## src/rtl/uart_tx_fifo.sv

```systemverilog
// uart_tx_fifo
//   UART 8N1 transmitter fed by a small byte FIFO. A producer pushes bytes
//   with a valid/ready handshake; queued bytes are serialized LSB-first,
//   back-to-back with no idle gap between frames.
//
// Ports
//   i_Clk         system clock, rising edge
//   i_Rst         asynchronous active-high reset
//   i_TX_DV       producer byte valid
//   i_TX_Byte     producer byte, taken when i_TX_DV & o_TX_Ready
//   o_TX_Ready    FIFO not full
//   o_TX_Serial   UART line, idle high
//   o_TX_Active   high while a frame (start..stop) is on the line
//   o_TX_Done     one-cycle pulse on the last cycle of each stop bit
//   o_FIFO_Count  bytes waiting in the FIFO (byte in flight not counted)
module uart_tx_fifo #(
    parameter int CLKS_PER_BIT = 104,
    parameter int FIFO_DEPTH   = 4
) (
    input  logic                          i_Clk,
    input  logic                          i_Rst,
    input  logic                          i_TX_DV,
    input  logic [7:0]                    i_TX_Byte,
    output logic                          o_TX_Ready,
    output logic                          o_TX_Serial,
    output logic                          o_TX_Active,
    output logic                          o_TX_Done,
    output logic [$clog2(FIFO_DEPTH):0]   o_FIFO_Count
);

    localparam int AW = $clog2(FIFO_DEPTH);
    localparam int CW = $clog2(CLKS_PER_BIT);
    localparam logic [CW-1:0] CNT_LAST = CW'(CLKS_PER_BIT - 1);
    localparam logic [AW:0]   CNT_FULL = (AW + 1)'(FIFO_DEPTH);

    typedef enum logic [1:0] {IDLE, START, DATA, STOP} state_t;

    // FIFO storage and bookkeeping
    logic [7:0]    mem [FIFO_DEPTH];
    logic [AW-1:0] wr_ptr, rd_ptr;
    logic [AW:0]   count;
    logic          push, pop, fifo_empty;

    // Serializer state
    state_t        state, state_n;
    logic [CW-1:0] clk_cnt, clk_cnt_n;
    logic [2:0]    bit_idx, bit_idx_n;
    logic [7:0]    shift, shift_n;
    logic          bit_end;

    assign fifo_empty   = (count == '0);
    assign o_TX_Ready   = (count != CNT_FULL);
    assign push         = i_TX_DV & o_TX_Ready;
    assign bit_end      = (clk_cnt == CNT_LAST);
    assign o_FIFO_Count = count;

    // Storage has no reset: stale entries are unreachable once pointers clear.
    always_ff @(posedge i_Clk) begin
        if (push)
            mem[wr_ptr] <= i_TX_Byte;
    end

    always_ff @(posedge i_Clk or posedge i_Rst) begin
        if (i_Rst) begin
            wr_ptr <= '0;
            rd_ptr <= '0;
            count  <= '0;
        end else begin
            if (push)
                wr_ptr <= wr_ptr + 1'b1;
            if (pop)
                rd_ptr <= rd_ptr + 1'b1;
            // Simultaneous push and pop leaves the count unchanged.
            case ({push, pop})
                2'b10:   count <= count + 1'b1;
                2'b01:   count <= count - 1'b1;
                default: count <= count;
            endcase
        end
    end

    always_ff @(posedge i_Clk or posedge i_Rst) begin
        if (i_Rst) begin
            state   <= IDLE;
            clk_cnt <= '0;
            bit_idx <= '0;
            shift   <= '0;
        end else begin
            state   <= state_n;
            clk_cnt <= clk_cnt_n;
            bit_idx <= bit_idx_n;
            shift   <= shift_n;
        end
    end

    always_comb begin
        state_n     = state;
        clk_cnt_n   = bit_end ? '0 : clk_cnt + 1'b1;
        bit_idx_n   = bit_idx;
        shift_n     = shift;
        pop         = 1'b0;
        o_TX_Serial = 1'b1;
        o_TX_Done   = 1'b0;
        o_TX_Active = 1'b1;
        case (state)
            IDLE: begin
                o_TX_Active = 1'b0;
                clk_cnt_n   = '0;
                if (!fifo_empty) begin
                    pop     = 1'b1;
                    shift_n = mem[rd_ptr];
                    state_n = START;
                end
            end
            START: begin
                o_TX_Serial = 1'b0;
                if (bit_end) begin
                    bit_idx_n = '0;
                    state_n   = DATA;
                end
            end
            DATA: begin
                o_TX_Serial = shift[bit_idx];
                if (bit_end) begin
                    if (bit_idx == 3'd7)
                        state_n = STOP;
                    else
                        bit_idx_n = bit_idx + 3'd1;
                end
            end
            STOP: begin
                o_TX_Done = bit_end;
                if (bit_end) begin
                    // Chain straight into the next start bit when data is waiting.
                    if (!fifo_empty) begin
                        pop     = 1'b1;
                        shift_n = mem[rd_ptr];
                        state_n = START;
                    end else begin
                        state_n = IDLE;
                    end
                end
            end
            default: state_n = IDLE;
        endcase
    end

endmodule

```

## config.mk

```make
export PLATFORM = sky130hd
export DESIGN_NAME = uart_tx_fifo
export DESIGN_NICKNAME = d
export VERILOG_FILES = /design/src/rtl/uart_tx_fifo.sv
export SDC_FILE = /design/constraint.sdc
export NUM_CORES = 1
export LEC_CHECK = 0
export BUFFER_PORTS_ARGS = -buffer_cell sky130_fd_sc_hd__buf_2
export CAP_MARGIN = 30
export CORE_MARGIN = 3
export CORE_UTILIZATION = 52
export CTS_CLUSTER_SIZE = 28
export DETAILED_ROUTE_END_ITERATION = 6
export PLACE_DENSITY = 0.7
export SETUP_SLACK_MARGIN = 0.4
export SLEW_MARGIN = 40
export SYNTH_ARGS = -nofsm -noshare
export SYNTH_HDL_FRONTEND = slang
export SYNTH_SLANG_ARGS = --single-unit
```

## constraint.sdc

```tcl
create_clock -name i_Clk -period 3.23 [get_ports i_Clk]
set_clock_uncertainty 0.1 [all_clocks]
set_input_delay 0.1615 -clock i_Clk [delete_from_list [all_inputs] [get_ports i_Clk]]
set_output_delay 0.1615 -clock i_Clk [all_outputs]
set_load 0.05 [all_outputs]
```

==> summary.md, run 1 <==
| Metric | Value |
|---|---|
| TritonRoute pass-1 iters | `4` |
| Starting Density | `0.555` |
| First-pass GRT wire length | `8.47 mm` |
| Syn Nets | `200` |
| WP buf/inv | `2` |
| Hpwl dp | `about 3.3 mm` |
| Post-synth EDFFs | `32` |
| Startpoint types | `flip-flop` |
| Fmax | `391 MHz` |
| Critical Path RT | `around 3.4 ns` |
| Unrepaired setup endpoints after global routing | `no` |
| Cell taking the most area after synthesis | `edfxtp_1` |
| Rel. slew slack | `0.595` |
| Critical-path maximum fanout | `9` |
| Fill cells | `between 300 and 400` |
| Port Buf Inserts | `17` |
| Worst-path cell chain | `inv_1 > ha_1 > a41oi_1 > nor3_2 > ha_1 > inv_1 > fa_1 > xor2_1 > nor2_1 > xor2_1` |
| Die width | `~80 um` |
| Post-synth cell types | `38` |
| Clk slew on worst S/H paths | `0.06 ns` |
| Sequential fraction of the synthesis area | `0.608` |
| H-tree Lvls | `3` |
| Avg Inst Size Synth | `approximately 15 um^2` |
| Critical Path Slowest Stage Cell | `dfrtp_1` |
| Placer Congestion | `about 0.74` |
| Avg Vias per Cell | `5.52` |
| Synth async-reset ratio | `0.458` |
| Max cap viols | `0` |
| Final min period | `2.56 ns` |
| Die Ht | `78.0 um` |
| CP endpoint kind | `flip-flop` |
| Pin count of the biggest net entering global routing | `28` |
| Power per cell area | `between 600 and 700 nW/um^2` |
| Slew @ Worst Pin | `0.602 ns` |
| CP delay by family, top | `adder cells` |
| Wire per inst | `17.5 um` |
| Die area | `6080 um^2` |
| Leakage Power | `0.00128 uW` |
| Final Hold Fails | `0` |
| Final period utilization | `0.792` |
| Clk_lat worst skew | `0.33 ns` |
| Starting DRT DRC Count | `between 80 and 90` |
| Top Ports | `18` |
| Critical path origin | `state[0]$_DFFE_PP0P_` |
| Crit-path max cell delay | `between 0.4 and 0.5 ns` |
| Top cells by area, synth | `edfxtp_1 (36%), dfrtp_1 (25%), mux4_2 (7.5%)` |
| Final ANT Viol Nets | `0` |
| Row count | `25` |
| # DRC | `0` |
| Grt total ovfl | `0` |
| ANT cells | `0` |
| Final setup vio count | `0` |
| Status | `finished clean` |
| TNS Setup | `0 ns` |
| Layout Nets | `232` |
| Gr usage total | `0.188` |
| CTS buffer count | `9` |
| Antenna violations before repair | `0` |
| Post-Synthesis Cells | `approximately 180` |
| Root Driver | `clkbuf_8` |
| Layout area overhead | `15.9%` |
| Reg-to-reg startpoint | `state[0]$_DFFE_PP0P_` |
| CTS tree | `built` |
| Post-DP Area | `approximately 2800 um^2` |
| Slew Viols, Final | `0` |
| Ys Warns | `0` |
| WP data arrival | `around 2.7 ns` |
| Core Area | `about 4800 um^2` |
| Crit Path Class | `reg -> reg` |
| Post-synth top area share | `0.357` |
| Layout cells sized above 1 | `0.283` |
| Final Instance Area | `between 3000 and 4000 um^2` |
| Type of the worst min-delay path | `in -> reg` |
| Post-synthesis register bit count | `between 50 and 60` |
| Hold wc startpoint | `i_TX_DV` |
| Num Clock Sinks | `59` |
| Vias in the first global route | `approximately 1,700` |
| DRT Wirelength | `just under 5 mm` |
| Synth Flop Type | `edfxtp_1` |
| Post-CTS Setup Inserts | `0` |
| Routed via count | `around 1,500` |
| Peak VDD IR | `just over 0.6 mV` |
| Worst-case clock buffer depth | `2` |
| Cell area after synthesis | `2690 um^2` |
-- flip-flops by register name, summed over array words and instances (netlist names) --
name          cells
o_FIFO_Count      3
wr_ptr            2
bit_idx           3
mem              32
state             2
shift             8
rd_ptr            2
clk_cnt           7
-- cells in the final DEF, fill, tap and decap left out, drive strengths merged, types with 3 or more instances in the layout --
master        n
clkinvlp      3
dlygate4sd3   9
o21ai         7
nor2          5
xnor2         5
nand3         5
nor3          5
clkbuf        9
mux2i         4
xor2          5
dfrtp        27
mux4          9
a22o          3
clkinv        3
and3          8
buf          17
mux2         11
ha           13
edfxtp       32
nand2         7
inv          11
-- worst paths after layout --
kind	end	slack, ns	cells after the start
max	o_FIFO_Count[2]$_DFFE_PP0P_	0.67	10
min	wr_ptr[0]$_DFFE_PP0P_	0.11	3
max reg2reg	o_FIFO_Count[2]$_DFFE_PP0P_	0.67	10
min reg2reg	clk_cnt[0]$_DFF_PP0_	0.37	1
max in group asynchronous	bit_idx[1]$_DFFE_PP0P_	2.32	3
min in group asynchronous	wr_ptr[1]$_DFFE_PP0P_	0.34	3
-- worst register-to-register path, delay by kind of cell, from the launching register on --
kind                       cells  cell delay [ns]
and+or+nand+nor                2             0.33
DFF                            1             0.43
AOI/OAI and AO/OA              1             0.14
xor gates and xnor gates       2             0.33
buffers and inverters          2             0.20
adders and majority gates      3             0.96
-- layout make-up --
class / count / area (um^2) / share of cell area
clock buffers: 9 / 124 / 0.0397
clock inverters: 7 / 68.8 / 0.0220
inverters: 11 / 41.3 / 0.0132
multi-input cells: 100 / 992 / 0.318
flip-flops and latches: 59 / 1640 / 0.524
well taps: 67 / 83.8 / 0.0269
repair buffers: 26 / 175 / 0.0561
-- where the power goes --
group | total (uW) | internal [uW] | switching [uW]
clock network | 640 | 351 | 289
logic | 366 | 119 | 247
registers | 972 | 919 | 53.1
-- metal layers --
metal  track usage  part of all wire  wire length, um  vias to the layer above
li1              -                 -                -                      718
met1         0.217              0.41             2010                      772
met2         0.315              0.53             2590                       43
met3        0.0719             0.043              212                        8
met4        0.0717             0.016               76                        0
met5             0                 0                0                        -
-- logic make-up after synthesis --
family                   Yosys count  share of synthesized area
buffers and inverters             16                     0.0256
AO/OA/AOI/OAI                     16                     0.0409
AND/OR/NAND/NOR                   36                     0.0781
adder cells (fa/ha/maj)           14                     0.0678
XOR/XNOR                          10                     0.0325
flip-flops                        59                      0.608
multiplexers                      24                      0.147
-- synth_stat cells, types with 2 or more instances --
cell and instances:
mux2i_1 4, mux2_4 8, nand3_1 4, clkbuf_1 2, dfrtp_1 27, a22o_1 3, ha_1 13, nor2_1 4
nand2_1 7, nor3_1 5, inv_1 11, xor2_1 5, and3_2 3, mux2_2 3, o21ai_0 7, xnor2_1 5
and3_1 4, mux4_2 9, edfxtp_1 32
-- timing repair --
item,CTS,global route
endpoints found under the setup margin,0,1
gates resized for setup,0,1
hold endpoints to repair,59,0
hold buffers,9,0
-- through the flow --
stage                     setup WS, ns  utilization  hold slack (ns)  total power, uW  cells
after CTS                        0.553        0.643           0.0854             1990    279
after global routing             0.471        0.644            0.117             2080    279
final                            0.672        0.644            0.106             1980    279
after global placement           0.754        0.585            0.271             1300    254
after detailed placement         0.577        0.585            0.150             1350    254
after floorplan                  0.480            -            0.114             1230    175
Note: power is estimated with default switching activity, not from simulation.
==> inputs of run 2 (changes only) <==
--- a/config.mk
+++ b/config.mk
@@ -11,7 +11,7 @@
 export CORE_UTILIZATION = 52
 export CTS_CLUSTER_SIZE = 28
 export DETAILED_ROUTE_END_ITERATION = 6
-export PLACE_DENSITY = 0.7
+export PLACE_DENSITY = 0.73
 export SETUP_SLACK_MARGIN = 0.4
 export SLEW_MARGIN = 40
 export SYNTH_ARGS = -nofsm -noshare
==> constraint.sdc (replaced) <==
create_clock -name i_Clk -period 2.2 [get_ports i_Clk]
set_clock_uncertainty 0.1 [all_clocks]
set_input_delay 0.11 -clock i_Clk [delete_from_list [all_inputs] [get_ports i_Clk]]
set_output_delay 0.11 -clock i_Clk [all_outputs]
set_load 0.05 [all_outputs]
==> summary.md, run 2 (synthesized netlist as in run 1, its figures left out) <==
| Metric | Value |
|---|---|
| Die area | `6080 um^2 (unchanged)` |
| Slew @ Worst Pin | `0.579 ns (-0.0231 ns)` |
| Final min period | `2.21 ns (-0.351 ns)` |
| Wire per inst | `17.4 um (-0.81%)` |
| FF-to-FF setup slack | `-0.008 ns (-0.68 ns)` |
| Type of the worst min-delay path | `in -> reg` |
| Worst-case clock buffer depth | `2 (unchanged)` |
| TritonRoute pass-1 iters | `4 (unchanged)` |
| Peak VDD IR | `0.898 mV (+49%)` |
| CP endpoint kind | `flip-flop` |
| Critical Path RT | `2.35 ns (-1.03 ns)` |
| Overall Power | `3090 uW (+56%)` |
| FF-to-FF End | `o_FIFO_Count[2]$_DFFE_PP0P_` |
| Post-Place Setup Slack | `-0.140 ns (-0.717 ns)` |
| Gr usage total | `0.195 (+0.00778)` |
| DRT Wirelength | `5.42 mm (+11%)` |
| Setup crit end | `o_FIFO_Count[2]$_DFFE_PP0P_` |
| Critical path origin | `clk_cnt[0]$_DFF_PP0_` |
| ANT cells | `0 (unchanged)` |
| Hpwl dp | `3.40 mm (+3.2%)` |
| CTS buffer count | `9 (unchanged)` |
| Core Area | `4850 um^2 (unchanged)` |
| Crit-path max cell delay | `0.35 ns (-0.08 ns)` |
| Critical-path maximum fanout | `2 (-7)` |
| Slew Viols, Final | `0 (unchanged)` |
| Hold path cells | `3 (unchanged)` |
| Max cap viols | `0 (unchanged)` |
| Largest registers | `mem x32, shift x8, clk_cnt x7` |
| H-tree Lvls | `3 (unchanged)` |
| Worst-path cell chain | `ha_2 > and3_4 > a41oi_4 > nor3_2 > ha_2 > inv_2 > fa_2 > xor2_1 > nor2_1 > xor2_1` |
| Layout area overhead | `32.4%` |
| Layout Nets | `265 (+14%)` |
| Final setup vio count | `1 (+1)` |
| Commonest cells after routing, fill and taps aside | `edfxtp_1 (32), buf_4 (28), dfrtp_1 (23)` |
| Max reg flops | `32 (unchanged)` |
| Row count | `25 (unchanged)` |
| Die Ht | `78.0 um (unchanged)` |
| Final period utilization | `1.00 (+0.211)` |
| Final WS setup | `-0.00752 ns (-0.679 ns)` |
| Die width | `78.0 um (unchanged)` |
| Commonest non-fill, non-tap cell in the layout | `edfxtp_1` |
| Top reg by flops | `mem` |
| Leakage Power | `0.00149 uW (+17%)` |
| Vias in the first global route | `1,863 (+11%)` |
| Final non-filler cell total | `312 (+12%)` |
| Root Driver | `clkbuf_8` |
| Clk slew on worst S/H paths | `0.06 ns (about the same)` |
| Layout cells sized above 1 | `0.478 (+0.195)` |
| Crit Path Class | `reg -> reg` |
| WP data arrival | `2.35 ns (-0.36 ns)` |
| Failing checks | `setup timing` |
| Avg Vias per Cell | `5.41 (-2.0%)` |
| Grt total ovfl | `0 (unchanged)` |
| Pin count of the biggest net entering global routing | `28 (unchanged)` |
| Power per cell area | `868 nW/um^2 (+37%)` |
| Antenna violations before repair | `0 (unchanged)` |
| First-pass GRT wire length | `9.03 mm (+6.6%)` |
| Placed cells | `273 (+7.5%)` |
| Startpoint types | `flip-flop` |
| Final hold slack | `0.0440 ns (-0.0625 ns)` |
| Status | `finished, violations left` |
| Fmax | `453 MHz (+16%)` |
| Top Ports | `18 (unchanged)` |
| Rel. slew slack | `0.614 (+0.0185)` |
| CTS tree | `built` |
| Final ANT Viol Nets | `0 (unchanged)` |
| Port Buf Inserts | `17 (unchanged)` |
| Routed via count | `1,689 (+9.6%)` |
| Placer Congestion | `0.729 (-1.9%)` |
| Final Hold Fails | `0 (unchanged)` |
| Path depth of the worst reg2reg path | `10 (unchanged)` |
| Critical Path Slowest Stage Cell | `dfrtp_1` |
| Starting DRT DRC Count | `74 (-9.8%)` |
| Clk_lat worst skew | `0.33 ns (about the same)` |
| # DRC | `0 (unchanged)` |
| Unrepaired setup endpoints after global routing | `yes` |
| Starting Density | `0.555 (unchanged)` |
| Num Clock Sinks | `59 (unchanged)` |
| Reg-to-reg startpoint | `clk_cnt[0]$_DFF_PP0_` |
run 2: changes by cell type in the layout (fill, tap and decap cells not counted), moves of 4 or more:
cell,change
ha_2,+4
dfrtp_2,+4
dfrtp_1,-4
buf_4,+28
o21ai_0,-4
ha_1,-6
buf_6,+7
run 2: worst min path at each step:
stage                     startpoint                     end  slack [ns]
after floorplan                i_Rst  bit_idx[0]$_DFFE_PP0P_        0.06
after global placement         i_Rst   wr_ptr[0]$_DFFE_PP0P_        0.07
after detailed placement       i_Rst   wr_ptr[0]$_DFFE_PP0P_        0.09
after CTS                    i_TX_DV   wr_ptr[0]$_DFFE_PP0P_        0.03
after global routing         i_TX_DV   wr_ptr[0]$_DFFE_PP0P_        0.04
final                        i_TX_DV   wr_ptr[0]$_DFFE_PP0P_        0.04
run 2: layer usage:
| layer | global-route usage | wire length, um | vias to the layer above |
|---|---|---|---|
| li1 | - | - | 781 |
| met1 | 0.246 | 2280 | 859 |
| met4 | 0.0962 | 121 | 0 |
| met2 | 0.317 | 2850 | 36 |
| met5 | 0 | 0 | - |
| met3 | 0.0476 | 162 | 13 |
run 2: area by class of cell:
| cell class | instances | area (um^2) |
|---|---|---|
| Timing Repair Buffer | 59 | 454 |
| Multi-Input combinational cell | 100 | 1120 |
| Inverter | 11 | 41.3 |
| Clock inverter | 5 | 77.6 |
| Tap cell | 67 | 83.8 |
| Sequential cell | 59 | 1640 |
| Fill cell | 308 | 1280 |
| Clock buffer | 11 | 141 |
run 2: critical path: cells and delay by family (launching register included):
family | cells | cell delay, ns
adders and majority gates | 3 | 0.74
DFF | 1 | 0.35
AOI/OAI and AO/OA | 1 | 0.11
and+or+nand+nor | 3 | 0.49
xor gates and xnor gates | 2 | 0.30
buffers and inverters | 1 | 0.04
run 2: through the flow:
stage          instance area (um^2)   util   TNS, ns
2_1_floorplan                  2740      -   -0.0382
3_3_place_gp                   3030  0.624         0
3_5_place_dp                   3030  0.624    -0.140
4_1_cts                        3480  0.717   -0.0884
5_1_grt                        3560  0.735    -0.235
6_report                       3560  0.735  -0.00752
run 2: report_power, final:
| group | switching, uW | internal, uW | leakage (uW) |
|---|---|---|---|
| Sequential | 83.5 | 1360 | 0.000615 |
| Clock | 411 | 665 | 0.000109 |
| Combinational | 378 | 200 | 0.000770 |
run 2: repair_timing:
item | in CTS | in global routing
pin swaps | 11 | 6
setup buffers | 10 | 4
endpoints found under the hold margin | 59 | 0
hold buffers | 9 | 0
endpoints found under the setup margin | 14 | 20
gates resized for setup | 19 | 12
